### src/rtl/bus_initiator.sv
// bus_initiator: 68000-style asynchronous-bus initiator.
// One word/byte transfer per REQ_IN. The cycle runs ADDR -> STRB -> (WDS) ->
// WAIT -> LATCH -> TERM and ends on DTACK_IN or BERR_IN.
// Optional macro BUS_INITIATOR_TIMEOUT_EN adds a WAIT-state watchdog.
// With the macro, WAIT ends with a bus error after TIMEOUT cycles.
module bus_initiator #(
    parameter int TIMEOUT = 255,
    parameter int ADDR_W  = 24
) (
    input  logic              CPUCLK_IN,
    input  logic              RESET_IN,
    input  logic              REQ_IN,
    input  logic              WR_IN,
    input  logic [1:0]        BYTE_EN_IN,
    input  logic [ADDR_W-1:0] ADDR_IN,
    input  logic [15:0]       WDATA_IN,
    output logic [15:0]       RDATA,
    output logic              BUSY,
    output logic              DONE,
    output logic              ERR,
    output logic [ADDR_W-1:0] ADDR,
    output logic              AS,
    output logic              UDS,
    output logic              LDS,
    output logic              WR,
    output logic [15:0]       DATA_OUT,
    output logic              DATA_OE,
    input  logic [15:0]       DATA_IN,
    input  logic              DTACK_IN,
    input  logic              BERR_IN
);

    // The watchdog counter is 16 bits wide, so TIMEOUT must fit in it.
    if (TIMEOUT < 1 || TIMEOUT > 65535) begin : g_bad_timeout
        $error("bus_initiator: TIMEOUT must be in 1..65535");
    end

    typedef enum logic [2:0] {
        S_IDLE,
        S_ADDR,
        S_STRB,
        S_WDS,
        S_WAIT,
        S_LATCH,
        S_TERM
    } state_t;

    state_t              state_q, state_d;
    logic                wr_q, wr_d;
    logic [1:0]          be_q, be_d;
    logic [ADDR_W-1:0]   addr_q, addr_d;
    logic [15:0]         wdata_q, wdata_d;
    logic                err_q, err_d;
    logic [15:0]         rdata_q, rdata_d;

`ifdef BUS_INITIATOR_TIMEOUT_EN
    localparam logic [15:0] TMO_LAST = 16'(TIMEOUT - 1);
    logic [15:0]         cnt_q, cnt_d;
`endif

    // State, latched request and read-data registers; async reset clears everything.
    always_ff @(posedge CPUCLK_IN or posedge RESET_IN) begin
        if (RESET_IN) begin
            state_q <= S_IDLE;
            wr_q    <= 1'b0;
            be_q    <= 2'b00;
            addr_q  <= '0;
            wdata_q <= '0;
            err_q   <= 1'b0;
            rdata_q <= '0;
`ifdef BUS_INITIATOR_TIMEOUT_EN
            cnt_q   <= '0;
`endif
        end else begin
            state_q <= state_d;
            wr_q    <= wr_d;
            be_q    <= be_d;
            addr_q  <= addr_d;
            wdata_q <= wdata_d;
            err_q   <= err_d;
            rdata_q <= rdata_d;
`ifdef BUS_INITIATOR_TIMEOUT_EN
            cnt_q   <= cnt_d;
`endif
        end
    end

    // Next-state logic: request acceptance, bus sequencing and completion.
    always_comb begin
        state_d = state_q;
        wr_d    = wr_q;
        be_d    = be_q;
        addr_d  = addr_q;
        wdata_d = wdata_q;
        err_d   = err_q;
        rdata_d = rdata_q;
`ifdef BUS_INITIATOR_TIMEOUT_EN
        // Zero outside WAIT, so the count restarts on every WAIT entry.
        cnt_d   = (state_q == S_WAIT) ? cnt_q + 16'd1 : 16'd0;
`endif
        case (state_q)
            S_IDLE: begin
                // A DTACK still high from the last slave holds off the next cycle.
                if (REQ_IN && !DTACK_IN) begin
                    wr_d    = WR_IN;
                    be_d    = BYTE_EN_IN;
                    addr_d  = ADDR_IN & ~ADDR_W'(1);
                    wdata_d = WDATA_IN;
                    if (BYTE_EN_IN == 2'b00) begin
                        err_d   = 1'b1;
                        state_d = S_TERM;
                    end else begin
                        err_d   = 1'b0;
                        state_d = S_ADDR;
                    end
                end
            end
            S_ADDR:  state_d = S_STRB;
            S_STRB:  state_d = wr_q ? S_WDS : S_WAIT;
            S_WDS:   state_d = S_WAIT;
            S_WAIT: begin
                if (BERR_IN) begin
                    err_d   = 1'b1;
                    state_d = S_TERM;
                end else if (DTACK_IN) begin
                    state_d = S_LATCH;
                end
`ifdef BUS_INITIATOR_TIMEOUT_EN
                else if (cnt_q == TMO_LAST) begin
                    err_d   = 1'b1;
                    state_d = S_TERM;
                end
`endif
            end
            S_LATCH: begin
                if (!wr_q) rdata_d = DATA_IN;
                state_d = S_TERM;
            end
            S_TERM: begin
                err_d   = 1'b0;
                state_d = S_IDLE;
            end
            default: state_d = S_IDLE;
        endcase
    end

    logic active, strobe_on, ds_on, oe_on;

    // Bus and command-port outputs decoded from the current state.
    always_comb begin
        active    = (state_q != S_IDLE);
        strobe_on = (state_q == S_STRB) || (state_q == S_WDS) ||
                    (state_q == S_WAIT) || (state_q == S_LATCH);
        // Reads raise DS together with AS; writes raise it one cycle later, after data is on the bus.
        ds_on     = (state_q == S_WAIT) || (state_q == S_LATCH) ||
                    (state_q == S_WDS)  || (state_q == S_STRB && !wr_q);
        // Write data stays driven through TERM for hold time.
        // A byte-enable-00 request never drives the bus.
        oe_on     = wr_q && (be_q != 2'b00) &&
                    (strobe_on || state_q == S_TERM);

        BUSY     = active;
        DONE     = (state_q == S_TERM);
        ERR      = (state_q == S_TERM) && err_q;
        ADDR     = active ? addr_q : '0;
        WR       = active && wr_q;
        AS       = strobe_on;
        UDS      = ds_on && be_q[1];
        LDS      = ds_on && be_q[0];
        DATA_OE  = oe_on;
        DATA_OUT = oe_on ? wdata_q : 16'h0000;
        RDATA    = rdata_q;
    end

endmodule

### config.mk
export PLATFORM = sky130hd
export DESIGN_NAME = bus_initiator
export DESIGN_NICKNAME = d
export VERILOG_FILES = /design/src/rtl/bus_initiator.sv
export SDC_FILE = /design/constraint.sdc
export NUM_CORES = 1
export LEC_CHECK = 0
export BUFFER_PORTS_ARGS = -buffer_cell sky130_fd_sc_hd__buf_2
export CORE_MARGIN = 5
export CORE_UTILIZATION = 35
export DETAILED_ROUTE_END_ITERATION = 7
export HOLD_SLACK_MARGIN = 0.02
export PLACE_DENSITY = 0.61
export SLEW_MARGIN = 25
export SYNTH_ARGS = -nofsm -noshare
export SYNTH_HDL_FRONTEND = slang
export SYNTH_SLANG_ARGS = --single-unit
### constraint.sdc
create_clock -name CPUCLK_IN -period 3.1 [get_ports CPUCLK_IN]
set_input_delay 0.62 -clock CPUCLK_IN [delete_from_list [all_inputs] [get_ports CPUCLK_IN]]
set_output_delay 0.62 -clock CPUCLK_IN [all_outputs]
set_load 0.01 [all_outputs]
======== Yosys cells after proc, flatten, opt, wreduce, memory -nomap -nowiden ========
Cells that the tools add are included.
storage, ports and cells
  flip-flop bits (word level) ............. 62
  bits of input ports ..................... 64
  output and inout bits ................... 64
  logic and storage cells ................. 55
operators by class
  eq/ne operators ......................... 9
  muxes and demuxes ....................... 12
  bitwise logic cells ..................... 1
  reductions and logical operators ........ 26
operators by type and width
  kind                  number
  $mux W24              1
  $pmux W3 S6           1
  $mux W16              1
  $mux W3               5
  $eq A3 B3 Y1 const B  3
  $logic_and A1 B1 Y1   8
  $logic_or A1 B1 Y1    7
  $eq A3 B2 Y1 const B  2
  $reduce_and A2 Y1     3
  $reduce_bool A3 Y1    2
  $ne A2 B2 Y1 const B  2
  $eq A3 B1 Y1 const B  1
  $logic_not A3 Y1      1
  $mux W1               3
  $ne A3 B3 Y1 const B  1
  $pmux W1 S3           1
  $reduce_and A3 Y1     1
  $logic_not A1 Y1      2
  $logic_not A2 Y1      1
  $reduce_bool A2 Y1    1
  $not A1 Y1            1

======== Logic depth before layout (Yosys ltp) ========
  word-level depth ........................ 7
  mapped depth ............................ 7
  depth with buffers taken out ............ 5

======== Worst setup path before layout ========
No wires, ideal clock.
  kind .................................... register to output
  from .................................... reg state_q[1]
  to ...................................... out DATA_OUT[10]
  arrival time ............................ 1.503 ns
  data required time ...................... 2.480 ns
  slack ................................... 0.977 ns
  stages on the path, launching flop included .. 8
  buffers on the path ..................... 2
  cells stage by stage .................... dfrtp_1 -> buf_6 -> inv_1 -> ha_1 -> inv_1 -> o221a_4 -> buf_2 -> and2_1
on the way
  longest elaborated chain between the ends .. 7
RTL lines
  what                             line  source
  from (decl)                      48    state_t state_q, state_d;
  from (signal assigned)           75    state_q <= state_d;
  $eq A3 B2 Y1                     152   strobe_on = (state_q == S_STRB) || (state_q == S_WDS) ||
  $logic_or A1 B1 Y1 (2 in a row)  152
  $logic_or A1 B1 Y1 (*)           153   (state_q == S_WAIT) || (state_q == S_LATCH);
  via AS                           22    output logic AS,
  $logic_or A1 B1 Y1 (*)           160   (strobe_on || state_q == S_TERM);
  $logic_and A1 B1 Y1 (*)          159   oe_on = wr_q && (be_q != 2'b00) &&
  via DATA_OE                      27    output logic DATA_OE,
  $mux W16 (*)                     171   DATA_OUT = oe_on ? wdata_q : 16'h0000;
  to (decl)                        26    output logic [15:0] DATA_OUT,
Mark *: on every way through the listed nets, which the timed path passes. The rest lies on a longest branch.

======== Final worst setup path ========
  from .................................... reg state_q[2]
  to ...................................... out ADDR[22]
on the way
  longest elaborated chain between the ends .. 2
RTL lines
  what                line  source
  $reduce_bool A3 Y1  151   active = (state_q != S_IDLE);
  $mux W24            165   ADDR = active ? addr_q : '0;
  to (decl)           21    output logic [ADDR_W-1:0] ADDR,
No other way between the ends.

==> flow_summary.ini <==
[clock_tree]
clock-sinks = 62
cts_root_buf = clkbuf_8
cts_resized = 0
cts_tree = built
htree_levels = 3
clk_pin_slew_ns = 0.07
cts_inserted_buffers = 9
clock_latency_ns = 0.34
postCtsHoldBufs = 0
postCtsSetupBuffers = 0
clock_path_buffers = 2

[global_routing]
grt_overflow = 0
gr-usage-all-layers_pct = 13.0
antenna_found_initial = 0
first_global_vias = 2173
grt_max_degree = 42
grt_pass1_wl_mm = 10.5

[yosys]
synth-async-reset-ratio_pct = 100
synthCells = 212
syn_nets = 278
ys_types = 32
synth-edff-count = 0
syn_area_sq_um = 3020
yosysWarnings = 0
synth_seq_cells = 62
ys_seq_area_share_pct = 51.4
ys.flop_type = dfrtp_1
synth.avg_cell_area_sq_um = 14.2

[final_layout]
antennaDiodeCount = 0
regArea_sq_um = 1550
layout-drive-gt1-share_pct = 60.6
final_cell_mix = buf_2, dfrtp_1, and2_1
finalInstanceArea_sq_um = 3900
post-route-util_pct = 47.0
area_growth_pct = 29.2
layout.cells.most_common = buf_2
n_fill_cell = 758
multi_input_area_sq_um = 1340
fin_nets = 404

[power_and_ir_drop]
p_switching_mw = 1.32
p_int_mw = 2.65
clock_power_share_pct = 18.3
p_total_mw = 3.97
netSwitchingFraction_pct = 33.2
ir_drop_mv = 0.347
pwr-share-comb_pct = 45.0
power_density_nw_per_um2 = 1020
p_seq_share_pct = 36.6
p_leak_nw = 2.11

[run]
cap_violations = 0

[worst_setup_path]
setup.worst_path.start_class = flop
path_class = flop to output pin
crit_path_max_fanout = 25
worstSetupEndpointType = output pin
reg2regPathDepth = 4
required_ns = 2.48
critPathArrivalTime_ns = 2.01

[sta]
hold_viol = 0
max_slew.worst_pin.slew_ns = 0.758
finalCritPeriodShare_pct = 84.7
setup_tns_ns = 0
relSlewSlack_pct = 49.5
timing.fmax_mhz = 381
drv_slew = 0
skew_ns = 0.0120
rsz0062_at_grt = false
hold-worst-slack_ns = 0.309
setup_violations = 0
min_period_ns = 2.63

[routing]
wl_met1_mm = 2.93
met2_length_mm = 3.19
routed.top_layer = met4
ant_nets = 0
drtIter0Drc = 34
drc = 0
wire_per_inst_um = 15.2
viasPerCell = 4.59
wl_met3_um = 576
wl_mm = 6.81
vias = 2056
first_pass_iters = 4

[placement]
gp_congestion = 0.725
dpl.hpwl_mm = 4.98
port_buffers = 125
dpl_cell_area_sq_um = 3700

[floorplanning]
coreArea_sq_um = 8300
pin_count = 128
rows = 33
initial_core_util_pct = 36.4
die_w_um = 103
die_area_sq_um = 10600
die_y_um = 103

[worst_hold_path]
hp-class = input pin to asynchronous set/reset pin

[status]
status = completed
layout make-up:
| cell class | count | share of cell area [%] |
|---|---|---|
| Clock buffer | 13 | 4.07 |
| Clock inverter | 3 | 1.09 |
| Inverter | 6 | 0.577 |
| Multi-Input combinational cell | 132 | 34.4 |
| Sequential cell | 62 | 39.8 |
| Tap cell | 105 | 3.37 |
| Timing Repair Buffer | 127 | 16.7 |
cells in the mapped netlist (all sizes together) (2+ instances only):
cell	count	area [sq um]
dfrtp	62	1550
mux2	60	826
and2	41	257
buf	10	96.4
inv	6	22.5
a21oi	3	15.0
nor2b	3	18.8
a221oi	2	17.5
clkbuf	2	7.51
ha	2	25.0
nand2	2	7.51
nand2b	2	12.5
sequential cells by signal, summed over array words and instances (netlist names):
signal / flops
wr_q: 1
err_q: 1
state_q: 3
RDATA: 16
addr_q: 23
be_q: 2
wdata_q: 16
final timing paths:
| path | startpoint | endpoint | slack (ns) |
|---|---|---|---|
| max in group asynchronous | RESET_IN | state_q[0] | 2.18 |
| hold / removal | RESET_IN | RDATA[10] | 0.31 |
| setup reg to reg | state_q[2] | wdata_q[8] | 0.95 |
| setup / recovery | state_q[2] | ADDR[22] | 0.47 |
| min in group CPUCLK_IN | wdata_q[12] | wdata_q[12] | 0.50 |
| hold reg to reg | wdata_q[12] | wdata_q[12] | 0.50 |
layer usage:
layer	GRT usage (%)	vias up
met2	21.2	79
met1	16.0	994
met3	3.79	10
met4	5.68	0
met5	0	-
li1	-	973
per-stage QoR:
stage	cells	setup WS (ns)
after global routing	448	0.240
after global placement	432	0.765
after CTS	448	0.397
after floorplan	212	0.939
after detailed placement	432	0.759
final	448	0.473
critical path, cell delays in order, from the launching register on:
cell and delay, ns:
dfrtp_1 0.52, nor3_4 0.35, inv_1 0.37, and2_1 0.29, buf_2 0.14
power groups by stage:
| stage | combinational, mW | sequential (mW) | clock (mW) |
|---|---|---|---|
| after floorplan | 1.25 | 1.45 | 0 |
| after global placement | 1.81 | 1.45 | 0 |
| after detailed placement | 1.83 | 1.47 | 0 |
| after CTS | 1.84 | 1.46 | 0.755 |
| after global routing | 1.98 | 1.51 | 0.786 |
| final | 1.79 | 1.45 | 0.728 |
cell families after synthesis:
logic type      synth area share (%)
buf+inv                         4.18
flops                           51.4
fa+ha+maj                      0.828
mux                             27.3
compound gates                  3.23
other cells                    0.124
simple gates                    12.9
(Power assumes the default switching activity.)
